## src/rtl/dev_bus_arbiter_pkg.sv

```systemverilog
// Shared definitions for the two-requester device bus arbiter: FSM encoding and requester IDs.
package dev_bus_arbiter_pkg;

    typedef enum logic [1:0] {
        StIdle = 2'd0,
        StBusy = 2'd1,
        StResp = 2'd2
    } arb_state_e;

    localparam logic ArbM0 = 1'b0;
    localparam logic ArbM1 = 1'b1;

endpackage

```

## src/rtl/rr_pick2.sv

```systemverilog
// Two-way round-robin pick: the requester that did not go last wins a tie, unless a lock
// hold keeps the bus with the previous owner while it still requests.
module rr_pick2
    import dev_bus_arbiter_pkg::*;
(
    input  logic i_req0,
    input  logic i_req1,
    input  logic i_last,
    input  logic i_lock_hold,
    output logic o_winner,
    output logic o_any
);

    logic w_last_req;

    assign w_last_req = (i_last == ArbM1) ? i_req1 : i_req0;
    assign o_any      = i_req0 | i_req1;

    always_comb begin
        if (i_lock_hold && w_last_req) begin
            o_winner = i_last;
        end else if (i_req0 && i_req1) begin
            o_winner = ~i_last;
        end else begin
            o_winner = i_req1 ? ArbM1 : ArbM0;
        end
    end

endmodule

```

## src/rtl/dev_bus_arbiter.sv

```systemverilog
// Single device bus shared by CPU bridge (m0) and DMA/debug master (m1), one transaction at a
// time with round-robin fairness and a slave timeout. Define DEV_BUS_ARB_LOCK_EN for bus locking.
module dev_bus_arbiter
    import dev_bus_arbiter_pkg::*;
#(
    parameter int unsigned TIMEOUT = 16,
    parameter int unsigned AW      = 32,
    parameter int unsigned DW      = 32
) (
    input  logic          i_clk,
    input  logic          i_rst,
    input  logic          i_m0_req,
    input  logic [AW-1:0] i_m0_addr,
    input  logic          i_m0_we,
    input  logic [DW-1:0] i_m0_wdata,
    output logic          o_m0_gnt,
    output logic          o_m0_done,
    output logic          o_m0_err,
    output logic [DW-1:0] o_m0_rdata,
    input  logic          i_m1_req,
    input  logic [AW-1:0] i_m1_addr,
    input  logic          i_m1_we,
    input  logic [DW-1:0] i_m1_wdata,
    output logic          o_m1_gnt,
    output logic          o_m1_done,
    output logic          o_m1_err,
    output logic [DW-1:0] o_m1_rdata,
`ifdef DEV_BUS_ARB_LOCK_EN
    input  logic          i_m0_lock,
    input  logic          i_m1_lock,
`endif
    output logic          o_s_valid,
    output logic [AW-1:0] o_s_addr,
    output logic          o_s_we,
    output logic [DW-1:0] o_s_wdata,
    input  logic          i_s_ready,
    input  logic [DW-1:0] i_s_rdata
);

    localparam int unsigned CW = $clog2(TIMEOUT);
    localparam logic [CW-1:0] CntMax = CW'(TIMEOUT - 1);
    localparam logic [CW-1:0] CntOne = CW'(1);

    arb_state_e            r_state, w_state_d;
    logic                  r_last, w_last_d;
    logic                  r_owner, w_owner_d;
    logic [CW-1:0]         r_cnt, w_cnt_d;
    logic                  r_locked, w_locked_d;
    logic                  r_s_valid, w_s_valid_d;
    logic [AW-1:0]         r_s_addr, w_s_addr_d;
    logic                  r_s_we, w_s_we_d;
    logic [DW-1:0]         r_s_wdata, w_s_wdata_d;
    logic [1:0]            r_gnt, w_gnt_d;
    logic [1:0]            r_done, w_done_d;
    logic [1:0]            r_err, w_err_d;
    logic [1:0][DW-1:0]    r_rdata, w_rdata_d;

    logic                  w_winner;
    logic                  w_any;
    logic [1:0]            w_lock;

`ifdef DEV_BUS_ARB_LOCK_EN
    assign w_lock = {i_m1_lock, i_m0_lock};
`else
    assign w_lock = 2'b00;
`endif

    // r_locked only matters in IDLE, where it says the previous owner ended a locked transfer.
    rr_pick2 u_pick (
        .i_req0      (i_m0_req),
        .i_req1      (i_m1_req),
        .i_last      (r_last),
        .i_lock_hold (r_locked),
        .o_winner    (w_winner),
        .o_any       (w_any)
    );

    always_comb begin
        w_state_d   = r_state;
        w_last_d    = r_last;
        w_owner_d   = r_owner;
        w_cnt_d     = r_cnt;
        w_locked_d  = r_locked;
        w_s_valid_d = r_s_valid;
        w_s_addr_d  = r_s_addr;
        w_s_we_d    = r_s_we;
        w_s_wdata_d = r_s_wdata;
        w_gnt_d     = 2'b00;
        w_done_d    = 2'b00;
        w_err_d     = 2'b00;
        w_rdata_d   = r_rdata;

        unique case (r_state)
            StIdle: begin
                if (w_any) begin
                    w_state_d         = StBusy;
                    w_owner_d         = w_winner;
                    w_cnt_d           = '0;
                    w_s_valid_d       = 1'b1;
                    w_s_addr_d        = (w_winner == ArbM1) ? i_m1_addr : i_m0_addr;
                    w_s_we_d          = (w_winner == ArbM1) ? i_m1_we : i_m0_we;
                    w_s_wdata_d       = (w_winner == ArbM1) ? i_m1_wdata : i_m0_wdata;
                    w_locked_d        = w_lock[w_winner];
                    w_gnt_d[w_winner] = 1'b1;
                end
            end
            StBusy: begin
                // Ready is checked first so a reply in the last allowed cycle still succeeds.
                if (i_s_ready) begin
                    if (!r_s_we) begin
                        w_rdata_d[r_owner] = i_s_rdata;
                    end
                    w_done_d[r_owner] = 1'b1;
                    w_s_valid_d       = 1'b0;
                    w_state_d         = StResp;
                end else if (r_cnt == CntMax) begin
                    w_rdata_d[r_owner] = '0;
                    w_done_d[r_owner]  = 1'b1;
                    w_err_d[r_owner]   = 1'b1;
                    w_locked_d         = 1'b0;
                    w_s_valid_d        = 1'b0;
                    w_state_d          = StResp;
                end else begin
                    w_cnt_d = r_cnt + CntOne;
                end
            end
            StResp: begin
                w_last_d  = r_owner;
                w_state_d = StIdle;
            end
            default: w_state_d = StIdle;
        endcase
    end

    always_ff @(posedge i_clk) begin
        if (!i_rst) begin
            r_state   <= StIdle;
            r_last    <= ArbM1;
            r_owner   <= ArbM0;
            r_cnt     <= '0;
            r_locked  <= 1'b0;
            r_s_valid <= 1'b0;
            r_s_addr  <= '0;
            r_s_we    <= 1'b0;
            r_s_wdata <= '0;
            r_gnt     <= 2'b00;
            r_done    <= 2'b00;
            r_err     <= 2'b00;
            r_rdata   <= '0;
        end else begin
            r_state   <= w_state_d;
            r_last    <= w_last_d;
            r_owner   <= w_owner_d;
            r_cnt     <= w_cnt_d;
            r_locked  <= w_locked_d;
            r_s_valid <= w_s_valid_d;
            r_s_addr  <= w_s_addr_d;
            r_s_we    <= w_s_we_d;
            r_s_wdata <= w_s_wdata_d;
            r_gnt     <= w_gnt_d;
            r_done    <= w_done_d;
            r_err     <= w_err_d;
            r_rdata   <= w_rdata_d;
        end
    end

    assign o_m0_gnt   = r_gnt[0];
    assign o_m0_done  = r_done[0];
    assign o_m0_err   = r_err[0];
    assign o_m0_rdata = r_rdata[0];
    assign o_m1_gnt   = r_gnt[1];
    assign o_m1_done  = r_done[1];
    assign o_m1_err   = r_err[1];
    assign o_m1_rdata = r_rdata[1];
    assign o_s_valid  = r_s_valid;
    assign o_s_addr   = r_s_addr;
    assign o_s_we     = r_s_we;
    assign o_s_wdata  = r_s_wdata;

endmodule

```

## config.mk

```make
export PLATFORM = sky130hd
export DESIGN_NAME = dev_bus_arbiter
export DESIGN_NICKNAME = d
export VERILOG_FILES = /design/src/rtl/dev_bus_arbiter_pkg.sv /design/src/rtl/rr_pick2.sv /design/src/rtl/dev_bus_arbiter.sv
export SDC_FILE = /design/constraint.sdc
export NUM_CORES = 1
export LEC_CHECK = 0
export CORE_MARGIN = 1.5
export CORE_UTILIZATION = 44
export CTS_BUF_LIST = sky130_fd_sc_hd__clkbuf_16
export DETAILED_ROUTE_END_ITERATION = 8
export GPL_TIMING_DRIVEN = 0
export HOLD_SLACK_MARGIN = 0.05
export PLACE_DENSITY = 0.82
export SETUP_SLACK_MARGIN = 0.15
export SKIP_LAST_GASP = 1
export SYNTH_ARGS = -nofsm -noshare
export SYNTH_HDL_FRONTEND = slang
export SYNTH_SLANG_ARGS = --single-unit
```

## constraint.sdc

```tcl
create_clock -name i_clk -period 1.9 [get_ports i_clk]
set_input_delay 0.19 -clock i_clk [delete_from_list [all_inputs] [get_ports i_clk]]
set_output_delay 0.19 -clock i_clk [all_outputs]
set_load 0.02 [all_outputs]
```

==> results.md <==
* MaxCap Viol Count at 0
* Hold crit path type: primary input to flop
* Fmax at 0.586 GHz
* Synthesized net count at 972
* Reg2reg path depth at 7
* RSZ-0062 raised after global routing: false
* Worst Hold End: r_done[1]
* Site row count at 47
* Avg WL per Cell at 18.4 microns
* Cts bufs inserted at 17
* Worst-path clk slew at 60 ps
* Peak VDD IR at 622 uV
* Max Slew Vio Count at 0
* Placer Congestion at 0.863
* Hold path start: i_rst
* Hold bufs inserted after CTS at 0
* Hold Violations, Final at 0
* Syn_area_per_cell at 9.22 sq um
* Chip height at 133 microns
* Post-synthesis sequential area ratio at 38.9%
* CTS H-tree depth at 4
* First-pass GRT wire length at 38.3 mm
* Nets at 1,299
* 1st-pass router iterations at 6
* Vias in the first global route at 7,155
* Global route overflow at 0
* Final period util at 89.8%
* Area delta synth->final at 53.6%
* Sink Count at 144
* Die Wd at 133 microns
* Total track usage at 27.5%
* Synth unique cells at 41
* Worst-path fanout max at 10
* R2r startpoint: r_cnt[0]
* CP startpoint kind: flop
* Crit path cell chain: ha_2 > and3_1 > buf_2 > a22oi_4 > buf_12 > buf_12 > mux2i_1
* Crit path buffers/inverters at 3
* Clk_skew at 7.22 ps
* Mapped Cells at 804
* Worst path max stage delay at 350 ps
* Clk_lat worst skew at 410 ps
* Initial Util at 44.9%
* Minimum clock period at 1710 ps
* Slowest cell on crit path: dfxtp_1
* CTS tree: done
* N_diodes at 0
* DP HPWL at 18.7 mm
* Vias at 7,473
* Total power at 8.41 mW
* Reg2reg end: o_m0_rdata[13]
* # port buffers at 300
* Iteration-0 DRC Markers at 444
* CP Depth at 7
* Largest net degree at the start of global routing at 17
* Status: finished, final reports clean
* Fin Hold WS at 171 ps
* Via/cell ratio at 5.49
* Placed Cells at 1,324
* Leak pwr at 4.84 nW
* Crit path DAT at 2050 ps
* Setup CP Type: flop to flop
* Register bit total from synthesis at 144
* Post-layout util at 68.9%
* Synth Warn # at 0
* Die area at 17,600 sq um
* I/O pins at 303
* Final Non-Filler Cells at 1,361
* Power Density at 739 nW/um^2
* Share of cells above drive strength 1 at 7.01%
* ANT nets after route at 0
* Filler cell count at 1,312
* Initial antenna violation count at 0
* Remaining DRCs at 0
* Crit path top cell by count: buf_12
* Critical path's top delay family: buffers and inverters
* Reg2reg setup slack at 190 ps
* Hold Path Depth at 3
* Clk buf depth at 2
* Drt total wl at 25.0 mm
* Worst setup EP type: flop
* Total core area at 16,500 sq um
* Measured slew at the worst slew-check pin at 557 ps
* Clock Tree Root: clkbuf_16
* Slew HR at 62.9%
* Final setup viols at 0
* Synthesized area at 7410 sq um
* Required time of the worst setup path at 2240 ps
* Setup tns final at 0 ps
==> layer usage <==
layer  track usage, %  up-vias  share of wire, %
li1                 -     3594                 -
met5                0        -                 0
met4             10.1        0               2.9
met2             44.1      316                47
met3             7.01       45               7.2
met1             35.7     3518                43
==> final cells by class <==
| cell class | count | area (sq um) | area share, % |
|---|---|---|---|
| Buffer | 91 | 495 | 4.35 |
| Sequential cell | 144 | 2880 | 25.3 |
| Multi-Input combinational cell | 567 | 4060 | 35.7 |
| Clock inverter | 12 | 106 | 0.934 |
| Clock buffer | 17 | 425 | 3.74 |
| Inverter | 2 | 7.51 | 0.0659 |
| Timing Repair Buffer | 308 | 3130 | 27.5 |
| Tap cell | 220 | 275 | 2.42 |
==> cells in the mapped netlist <==
master	instances	area share, %
a211oi_1	65	6.6
buf_6	8	1.2
a221o_1	1	0.14
nor3b_1	34	3.4
dfxtp_1	144	39
a22oi_1	1	0.10
a21boi_2	1	0.15
inv_1	1	0.051
or3_1	1	0.084
a21o_1	1	0.10
nor2_1	5	0.25
and3b_1	65	7.7
inv_2	1	0.051
nor4_1	1	0.084
clkbuf_1	57	2.9
nand2_1	66	3.3
o21ai_1	4	0.27
nor3_2	1	0.14
and3_1	35	3.0
o221a_1	1	0.15
a21oi_1	68	4.6
o21ai_0	61	4.1
ha_1	1	0.17
buf_8	1	0.20
o221a_2	1	0.15
a22oi_4	2	0.57
nand2b_1	3	0.25
mux2i_1	131	18
nor3b_4	1	0.25
nor2b_1	1	0.084
o311ai_0	1	0.12
or4b_1	1	0.14
nor2_4	1	0.15
buf_2	17	1.1
nand3_1	5	0.34
a31oi_1	1	0.084
o31ai_1	1	0.10
or2_1	1	0.084
nor3_1	4	0.27
buf_4	8	0.81
a211o_1	1	0.12
==> report_power, final <==
group          switching [mW]  internal [mW]
Clock                    1.24           1.87
Sequential              0.113           3.21
Combinational           0.989          0.990
==> timing repair <==
action / CTS / global route
cloned: 0 / 3
endpoints found under the setup margin: 4 / 48
gates resized for setup: 0 / 20
pin swaps: 2 / 2
buffers inserted: 2 / 3
==> kinds of logic after synthesis <==
kind of cell | Yosys count | share of synthesized area [%]
adder cells (fa/ha/maj) | 1 | 0.169
flip-flops | 144 | 38.9
multiplexers | 131 | 17.7
buffers and inverters | 93 | 6.36
AO/OA/AOI/OAI | 210 | 17.4
AND/OR/NAND/NOR | 225 | 19.5
==> sequential cells by signal, indices dropped and copies added (netlist names) <==
name and flops:
r_state 2, r_last 1, r_cnt 4, r_done 2, r_owner 1, o_s_valid 1, r_err 2, o_m1_rdata 32
o_m0_rdata 32, r_gnt 2, o_s_we 1, o_s_addr 32, o_s_wdata 32
==> cells in the final DEF (no fill, tap or decap), drive strengths merged <==
| cell type | count |
|---|---|
| o221a | 2 |
| or3 | 1 |
| and3 | 35 |
| buf | 39 |
| o311ai | 1 |
| bufinv | 2 |
| ha | 1 |
| or2 | 1 |
| a211oi | 65 |
| o31ai | 1 |
| mux2i | 131 |
| nor2b | 1 |
| clkbuf | 77 |
| and3b | 65 |
| inv | 5 |
| a211o | 1 |
| a31oi | 1 |
| a221o | 1 |
| nor2 | 6 |
| nor3 | 5 |
| nor3b | 35 |
| clkdlybuf4s50 | 300 |
| a22oi | 3 |
| nand2 | 66 |
| nor4 | 1 |
| clkinv | 7 |
| a21oi | 68 |
| nand2b | 3 |
| dfxtp | 144 |
| o21ai | 65 |
| or4b | 1 |
| a21o | 1 |
| nand3 | 5 |
| a21boi | 1 |
==> worst max path at each step <==
stage                     startpoint        endpoint  slack [ps]
after floorplan             r_cnt[0]        r_cnt[0]         330
after global placement      i_m0_req    o_s_addr[24]         -20
after detailed placement    i_m0_req    o_s_addr[30]         -70
after CTS                   r_cnt[0]  o_m1_rdata[29]         130
after global routing        r_cnt[0]  o_m0_rdata[13]         120
final                       r_cnt[0]  o_m0_rdata[13]         190
==> per-stage QoR <==
step           setup WS (ps)  area, sq um
6_report                 194        11400
5_1_grt                  124        11400
4_1_cts                  134        11200
3_5_place_dp           -67.2        10700
3_3_place_gp           -16.2        10700
2_1_floorplan            333         7410
==> worst register-to-register path, stage by stage, from the launching register on <==
cell and delay [ps]:
dfxtp_1 350, ha_2 220, and3_1 180, buf_2 160, a22oi_4 210, buf_12 160
buf_12 150, mux2i_1 210
(Power assumes the default switching activity.)
